**src/rtl/rf_pkg.sv**
```systemverilog
// Shared types and default dimensions for the multi-port register file.
`timescale 1ns/1ps
package rf_pkg;

    typedef enum logic {
        IDLE  = 1'b0,
        SWEEP = 1'b1
    } rf_clr_state_t;

    localparam int RF_DATA_W   = 32;
    localparam int RF_NUM_REGS = 16;
    localparam int RF_PC_IDX   = 15;

endpackage

```
**src/rtl/register_file_mp_if.sv**
```systemverilog
// Bus between the pipeline and the register file: read ports, two write ports,
// scoreboard set and soft-clear control.
`timescale 1ns/1ps
interface register_file_mp_if
    import rf_pkg::*;
#(
    parameter int DATA_W   = RF_DATA_W,
    parameter int NUM_REGS = RF_NUM_REGS,
    parameter int NUM_RD   = 3
) ();
    localparam int AW = $clog2(NUM_REGS);

    logic [NUM_RD*AW-1:0]     rd_addr;
    logic [NUM_RD*DATA_W-1:0] rd_data;
    logic [NUM_RD-1:0]        rd_busy;
    logic                     we0;
    logic [AW-1:0]            wa0;
    logic [DATA_W-1:0]        wd0;
    logic                     we1;
    logic [AW-1:0]            wa1;
    logic [DATA_W-1:0]        wd1;
    logic [DATA_W-1:0]        pc_in;
    logic                     pend_set;
    logic [AW-1:0]            pend_addr;
    logic                     clr_start;
    logic                     clr_busy;

    modport master (
        output rd_addr, we0, wa0, wd0, we1, wa1, wd1, pc_in,
               pend_set, pend_addr, clr_start,
        input  rd_data, rd_busy, clr_busy
    );

    modport slave (
        input  rd_addr, we0, wa0, wd0, we1, wa1, wd1, pc_in,
               pend_set, pend_addr, clr_start,
        output rd_data, rd_busy, clr_busy
    );
endinterface

```
**src/rtl/rf_clear_fsm.sv**
```systemverilog
// Soft-clear sequencer: once started, walks every register index exactly once,
// one index per cycle, and cannot be retriggered until it finishes.
`timescale 1ns/1ps
module rf_clear_fsm
    import rf_pkg::*;
#(
    parameter int NUM_REGS = RF_NUM_REGS
) (
    input  logic                        clk,
    input  logic                        rst,
    input  logic                        clr_start,
    output logic                        clr_busy,
    output logic                        clr_we,
    output logic [$clog2(NUM_REGS)-1:0] clr_addr
);
    localparam int AW = $clog2(NUM_REGS);
    localparam logic [AW-1:0] LAST_IDX = AW'(NUM_REGS - 1);

    rf_clr_state_t state_q, state_d;
    logic [AW-1:0] cnt_q, cnt_d;

    always_ff @(posedge clk or negedge rst) begin
        if (!rst) begin
            state_q <= IDLE;
            cnt_q   <= '0;
        end else begin
            state_q <= state_d;
            cnt_q   <= cnt_d;
        end
    end

    always_comb begin
        state_d = state_q;
        cnt_d   = cnt_q;
        case (state_q)
            IDLE: begin
                if (clr_start) begin
                    state_d = SWEEP;
                    cnt_d   = '0;
                end
            end
            SWEEP: begin
                if (cnt_q == LAST_IDX) begin
                    state_d = IDLE;
                    cnt_d   = '0;
                end else begin
                    cnt_d = cnt_q + 1'b1;
                end
            end
            default: begin
                state_d = IDLE;
                cnt_d   = '0;
            end
        endcase
    end

    always_comb begin
        clr_busy = (state_q == SWEEP);
        clr_we   = (state_q == SWEEP);
        clr_addr = cnt_q;
    end

endmodule

```
**src/rtl/register_file_mp.sv**
```systemverilog
// Multi-port register file with dual writeback, optional read bypass,
// load-pending scoreboard and a sequential soft-clear sweep.
`timescale 1ns/1ps
module register_file_mp
    import rf_pkg::*;
#(
    parameter int DATA_W   = RF_DATA_W,
    parameter int NUM_REGS = RF_NUM_REGS,
    parameter int NUM_RD   = 3,
    parameter int PC_IDX   = RF_PC_IDX,
    parameter int BYPASS   = 1
) (
    input  logic              clk,
    input  logic              rst,
    register_file_mp_if.slave bus
);
    localparam int AW = $clog2(NUM_REGS);
    localparam logic [AW-1:0] PC_A = AW'(PC_IDX);

    logic          clr_busy;
    logic          clr_we;
    logic [AW-1:0] clr_addr;

    rf_clear_fsm #(
        .NUM_REGS (NUM_REGS)
    ) u_clear_fsm (
        .clk       (clk),
        .rst       (rst),
        .clr_start (bus.clr_start),
        .clr_busy  (clr_busy),
        .clr_we    (clr_we),
        .clr_addr  (clr_addr)
    );

    // The sweep owns the array while busy; PC slot is never architecturally written.
    logic we0_ok, we1_ok, pset_ok;
    assign we0_ok  = bus.we0      && !clr_busy && (bus.wa0 != PC_A);
    assign we1_ok  = bus.we1      && !clr_busy && (bus.wa1 != PC_A);
    assign pset_ok = bus.pend_set && !clr_busy && (bus.pend_addr != PC_A);

    logic [DATA_W-1:0] regs_q [NUM_REGS];
    logic              pend_q [NUM_REGS];

    genvar gi;
    generate
        for (gi = 0; gi < NUM_REGS; gi++) begin : g_reg
            localparam logic [AW-1:0] IDX = AW'(gi);
            logic [DATA_W-1:0] reg_d;
            logic              pend_d;

            always_comb begin
                reg_d  = regs_q[gi];
                pend_d = pend_q[gi];
                if (clr_we && (clr_addr == IDX)) begin
                    reg_d  = '0;
                    pend_d = 1'b0;
                end else begin
                    if (we1_ok && (bus.wa1 == IDX)) begin
                        reg_d = bus.wd1;
                    end else if (we0_ok && (bus.wa0 == IDX)) begin
                        reg_d = bus.wd0;
                    end
                    if (we1_ok && (bus.wa1 == IDX)) begin
                        pend_d = 1'b0;
                    end
                    // A load issued in the same cycle as an older load returns keeps the bit set.
                    if (pset_ok && (bus.pend_addr == IDX)) begin
                        pend_d = 1'b1;
                    end
                end
            end

            always_ff @(posedge clk or negedge rst) begin
                if (!rst) begin
                    regs_q[gi] <= '0;
                    pend_q[gi] <= 1'b0;
                end else begin
                    regs_q[gi] <= reg_d;
                    pend_q[gi] <= pend_d;
                end
            end
        end
    endgenerate

    logic [AW-1:0] ra [NUM_RD];
    generate
        for (gi = 0; gi < NUM_RD; gi++) begin : g_raddr
            assign ra[gi] = bus.rd_addr[gi*AW +: AW];
        end
    endgenerate

    logic [NUM_RD*DATA_W-1:0] rd_data_c;
    logic [NUM_RD-1:0]        rd_busy_c;

    always_comb begin
        rd_data_c = '0;
        rd_busy_c = '0;
        for (int i = 0; i < NUM_RD; i++) begin
            rd_data_c[i*DATA_W +: DATA_W] = regs_q[ra[i]];
            rd_busy_c[i]                  = pend_q[ra[i]];
            if (ra[i] == PC_A) begin
                rd_data_c[i*DATA_W +: DATA_W] = bus.pc_in;
                rd_busy_c[i]                  = 1'b0;
            end else if ((BYPASS != 0) && !clr_busy) begin
                if (bus.we1 && (bus.wa1 == ra[i])) begin
                    rd_data_c[i*DATA_W +: DATA_W] = bus.wd1;
                    rd_busy_c[i]                  = 1'b0;
                end else if (bus.we0 && (bus.wa0 == ra[i])) begin
                    rd_data_c[i*DATA_W +: DATA_W] = bus.wd0;
                end
            end
        end
    end

    assign bus.rd_data  = rd_data_c;
    assign bus.rd_busy  = rd_busy_c;
    assign bus.clr_busy = clr_busy;

endmodule

```
**src/flat_wrapper.sv**
```systemverilog
// flat-port wrapper written by rule: the top's interface ports become plain ports
module register_file_mp_flat import rf_pkg::*;
#(
    parameter int DATA_W   = RF_DATA_W,
    parameter int NUM_REGS = RF_NUM_REGS,
    parameter int NUM_RD   = 3,
    parameter int PC_IDX   = RF_PC_IDX,
    parameter int BYPASS   = 1
)
  (clk, rst, bus_rd_addr, bus_we0, bus_wa0, bus_wd0, bus_we1, bus_wa1, bus_wd1, bus_pc_in, bus_pend_set, bus_pend_addr, bus_clr_start, bus_rd_data, bus_rd_busy, bus_clr_busy);
  register_file_mp_if #(.DATA_W(DATA_W), .NUM_REGS(NUM_REGS), .NUM_RD(NUM_RD)) bus_i ();
  input  logic clk;
  input  logic rst;
  input wire logic [$bits(bus_i.rd_addr)-1:0] bus_rd_addr;
  input wire logic [$bits(bus_i.we0)-1:0] bus_we0;
  input wire logic [$bits(bus_i.wa0)-1:0] bus_wa0;
  input wire logic [$bits(bus_i.wd0)-1:0] bus_wd0;
  input wire logic [$bits(bus_i.we1)-1:0] bus_we1;
  input wire logic [$bits(bus_i.wa1)-1:0] bus_wa1;
  input wire logic [$bits(bus_i.wd1)-1:0] bus_wd1;
  input wire logic [$bits(bus_i.pc_in)-1:0] bus_pc_in;
  input wire logic [$bits(bus_i.pend_set)-1:0] bus_pend_set;
  input wire logic [$bits(bus_i.pend_addr)-1:0] bus_pend_addr;
  input wire logic [$bits(bus_i.clr_start)-1:0] bus_clr_start;
  output wire logic [$bits(bus_i.rd_data)-1:0] bus_rd_data;
  output wire logic [$bits(bus_i.rd_busy)-1:0] bus_rd_busy;
  output wire logic [$bits(bus_i.clr_busy)-1:0] bus_clr_busy;
  assign bus_i.rd_addr = bus_rd_addr;
  assign bus_i.we0 = bus_we0;
  assign bus_i.wa0 = bus_wa0;
  assign bus_i.wd0 = bus_wd0;
  assign bus_i.we1 = bus_we1;
  assign bus_i.wa1 = bus_wa1;
  assign bus_i.wd1 = bus_wd1;
  assign bus_i.pc_in = bus_pc_in;
  assign bus_i.pend_set = bus_pend_set;
  assign bus_i.pend_addr = bus_pend_addr;
  assign bus_i.clr_start = bus_clr_start;
  assign bus_rd_data = bus_i.rd_data;
  assign bus_rd_busy = bus_i.rd_busy;
  assign bus_clr_busy = bus_i.clr_busy;
  register_file_mp #(.DATA_W(DATA_W), .NUM_REGS(NUM_REGS), .NUM_RD(NUM_RD), .PC_IDX(PC_IDX), .BYPASS(BYPASS)) u_core (.clk(clk), .rst(rst), .bus(bus_i));
endmodule
```
**config.mk**
```make
export PLATFORM = sky130hd
export DESIGN_NAME = register_file_mp_flat
export DESIGN_NICKNAME = d
export VERILOG_FILES = /design/src/rtl/rf_pkg.sv /design/src/rtl/register_file_mp_if.sv /design/src/rtl/rf_clear_fsm.sv /design/src/rtl/register_file_mp.sv /design/src/flat_wrapper.sv
export SDC_FILE = /design/constraint.sdc
export NUM_CORES = 2
export LEC_CHECK = 0
export CAP_MARGIN = 10
export CORE_MARGIN = 2
export CORE_UTILIZATION = 55
export CTS_BUF_LIST = sky130_fd_sc_hd__clkbuf_16
export DETAILED_ROUTE_END_ITERATION = 7
export PLACE_DENSITY_LB_ADDON = 0.3
export REMOVE_ABC_BUFFERS = 1
export SETUP_SLACK_MARGIN = 0.5
export SLEW_MARGIN = 20
export SYNTH_ARGS = -nofsm -noshare
export SYNTH_HDL_FRONTEND = slang
export SYNTH_HIERARCHICAL = 1
export SYNTH_SLANG_ARGS = --single-unit
```
**constraint.sdc**
```tcl
create_clock -name clk -period 9.5 [get_ports clk]
set_clock_uncertainty 0.15 [all_clocks]
set_input_delay 2.85 -clock clk [delete_from_list [all_inputs] [get_ports clk]]
set_output_delay 2.85 -clock clk [all_outputs]
set_load 0.005 [all_outputs]
```
==> results.cfg <==
[outcome]
outcome = complete, but fails checks
violations = design-rule violations

[global_routing]
grt_first_pass_wirelength_um = 250800
grt_antenna_before_repair = 8
grt_pass1_vias = 37116
grt.total_usage_pct = 44.19
gr-total-overflow = 0
grt_max_degree = 145

[final_layout]
design_area_um2 = 46270
num-nets-final = 3968
final_util_pct = 62.26
drive_gt1_share_pct = 20.42
area_growth_syn_to_layout_pct = 12.33

[critical_path]
crit_path_start_kind = input port
slowest_stage = o211ai_1
cp-end-kind = output port
arrival_ps = 6060
crit_cells = 8
path_buf_inv = 4
cpPeakStageDelay_ps = 770
crit_chain = clkdlybuf4s50_1, buf_4, nand2b_1, o211ai_1, buf_4, o221ai_1, o21ai_0, clkdlybuf4s50_1
cp_max_fo = 7
crit_family = buffers and inverters
critPathRequiredTime_ps = 6500
reg2reg_depth = 6
crit_type = in2out

[synthesis]
synthCells = 3871
synth_top_area_share_pct = 32.38
ys_ff_latch = 533
ys_types = 75
synth.area.top_cells = dfrtp_1 32%, mux4_2 22%, mux2i_1 15%
synth_edf_count = 0
synth_common_cells = 619 x mux2i_1, 533 x dfrtp_1, 414 x nand2_1
ys_warn_count = 6
yosysTopAreaCell = dfrtp_1
synth-async-reset-ratio_pct = 100.0
seq_area_frac_synth_pct = 32.38
synth_ff_type = dfrtp_1
synth_area_um2 = 41190
yosysMostFrequentCell = mux2i_1
synth_area_per_cell_um2 = 10.64

[worst_hold_path]
hold_class = reg2reg
worstHoldPathCells = 2

[sta]
relSlewSlack_pct = 12.00
finalHoldViolations = 0
finalSetupTns_ps = 0
rsz0062_at_grt = no
fmax_mhz = 110.4
final_max_slew_viol_count = 0
setup_ws_ps = 440.0
setup_viol = 0
worst_slew_pin_slew_ps = 1320
period_share_pct = 95.37
hold_ws_ps = 376.7
fin_crit_ps = 9060

[die]
initial_core_util_pct = 55.43
core_region_area_um2 = 74320
die_h_um = 277.7
fp.dieW_um = 277.7
dieArea_um2 = 77100
io_pins = 226
row_count = 100

[detailed_routing]
drt_iter0_drc = 6986
vias = 38393
viasPerCell = 7.887
dr.pass1.iters = 8
drt_wl_total_um = 172200
routedWlPerCell_um = 35.38
remaining_drc_errors = 6
ant_nets = 0

[cts]
cts_buffers = 59
clockBufferDepth = 3
cts_tree = yes
root_buffer = clkbuf_16
h-tree-depth = 2
path_clk_slew_ps = 60
hold_buffers = 0
clock-sinks = 533
clkLatencyLatePin_ps = 650

[place]
placed_area_um2 = 44070
post-place-ws_ps = 291.1
place_hpwl_um = 98210
port-buffer-count = 225
gp_congestion = 0.9578

[power_and_ir_drop]
powerDensity_nw_per_um2 = 239.2
p_leak_uw = 0.02020
ir_drop_v = 0.0001689

[flow_run]
cap_violations = 0
## layout by cell type (no fill, tap or decap), types with 6 or more instances in the layout
cell and count:
a211oi_1 64, a22oi_1 12, nand2_1 405, o21ai_1 70
dfrtp_1 532, nand2_2 9, clkbuf_16 59, o221ai_1 9
buf_12 18, or2_2 6, clkinv_2 8, a211oi_4 6
mux2i_1 619, xnor2_1 11, a2111oi_0 48, or3_1 21
o211ai_1 51, mux2_2 38, clkdlybuf4s50_1 207, o21ai_0 296
nor4_1 23, and3_1 21, nand4_1 8, inv_1 24
xor2_1 12, mux4_2 408, a221oi_1 50, bufinv_16 11
nor2_4 8, nand3b_1 20, nor3_1 35, diode_2 11
nor2_1 244, nand3_1 14, a21oi_1 134, o2bb2ai_1 70
nor2b_1 38, buf_4 159, clkinv_1 12
## area by class of cell
cell class	instances	area (µm²)
fillers	5930	28050
clock buffers	59	1476
multi-input cells	2832	25770
flip-flops and latches	533	13340
repair buffers	400	3846
diodes	11	27.53
well taps	969	1212
inverters	15	56.30
clock inverters	49	539.3
## worst register-to-register path: stages, from the launching register on
cell,delay [ps]
dfrtp_4,880
and4bb_2,390
and3b_1,200
a211oi_4,210
buf_4,600
or2_2,1050
o21ai_0,360
## metrics by stage
stage | instances | total power [µW]
floorplan | 3380 | 6420
global placement | 4742 | 8169
detailed placement | 4742 | 8339
CTS | 4855 | 10810
global route | 4858 | 11460
finish | 4868 | 11070
## state kept, by name (all words and copies together) (netlist names)
name	flops
u_core/regs_q	512
u_core/u_clear_fsm/clr_addr	4
u_core/u_clear_fsm/clr_busy	1
u_core/pend_q	16
## logic make-up (layout without fill, tap and decap cells)
kind of cell    after synthesis  after routing  share of synthesized area [%]
mux                        1065           1065                          38.39
simple gates                900            900                          9.908
compound gates              842            842                          13.03
flops                       533            533                          32.38
buf+inv                     506            523                          5.738
xor+xnor                     24             24                         0.5285
fa+ha+maj                     1              1                        0.03037
other cells                   0             11                              0
## final timing paths
kind | from | endpoint | slack (ps)
setup / recovery | bus_we1 | bus_rd_data[40] | 440
hold / removal | u_core/regs_q[237] | u_core/regs_q[237] | 380
setup reg to reg | u_core/u_clear_fsm/clr_busy | u_core/regs_q[326] | 5480
hold reg to reg | u_core/regs_q[237] | u_core/regs_q[237] | 380
max in group asynchronous | rst | u_core/regs_q[313] | 5740
min in group asynchronous | rst | u_core/pend_q[7] | 2020
## where the power goes
group          total, µW  switching (µW)  internal [µW]
combinational       4540            2310           2230
clock               2480            1060           1430
sequential          4050             927           3120
total              11100            4290           6770
## timing repair
| action | 4_1_cts | 5_1_grt |
|---|---|---|
| resized for setup | 5 | 6 |
| buffers inserted | 5 | 1 |
| setup endpoints to repair | 35 | 36 |
| pin swaps | 3 | 3 |
| endpoints found under the hold margin | 0 | 0 |
## per-layer routing
layer | track usage (%) | vias up | routed length (µm)
li1 | - | 14647 | -
met1 | 55.49 | 18734 | 57700
met2 | 61.38 | 3985 | 70640
met3 | 20.05 | 1017 | 29720
met4 | 28.83 | 10 | 13970
met5 | 1.188 | - | 184
(Power assumes the default switching activity.)
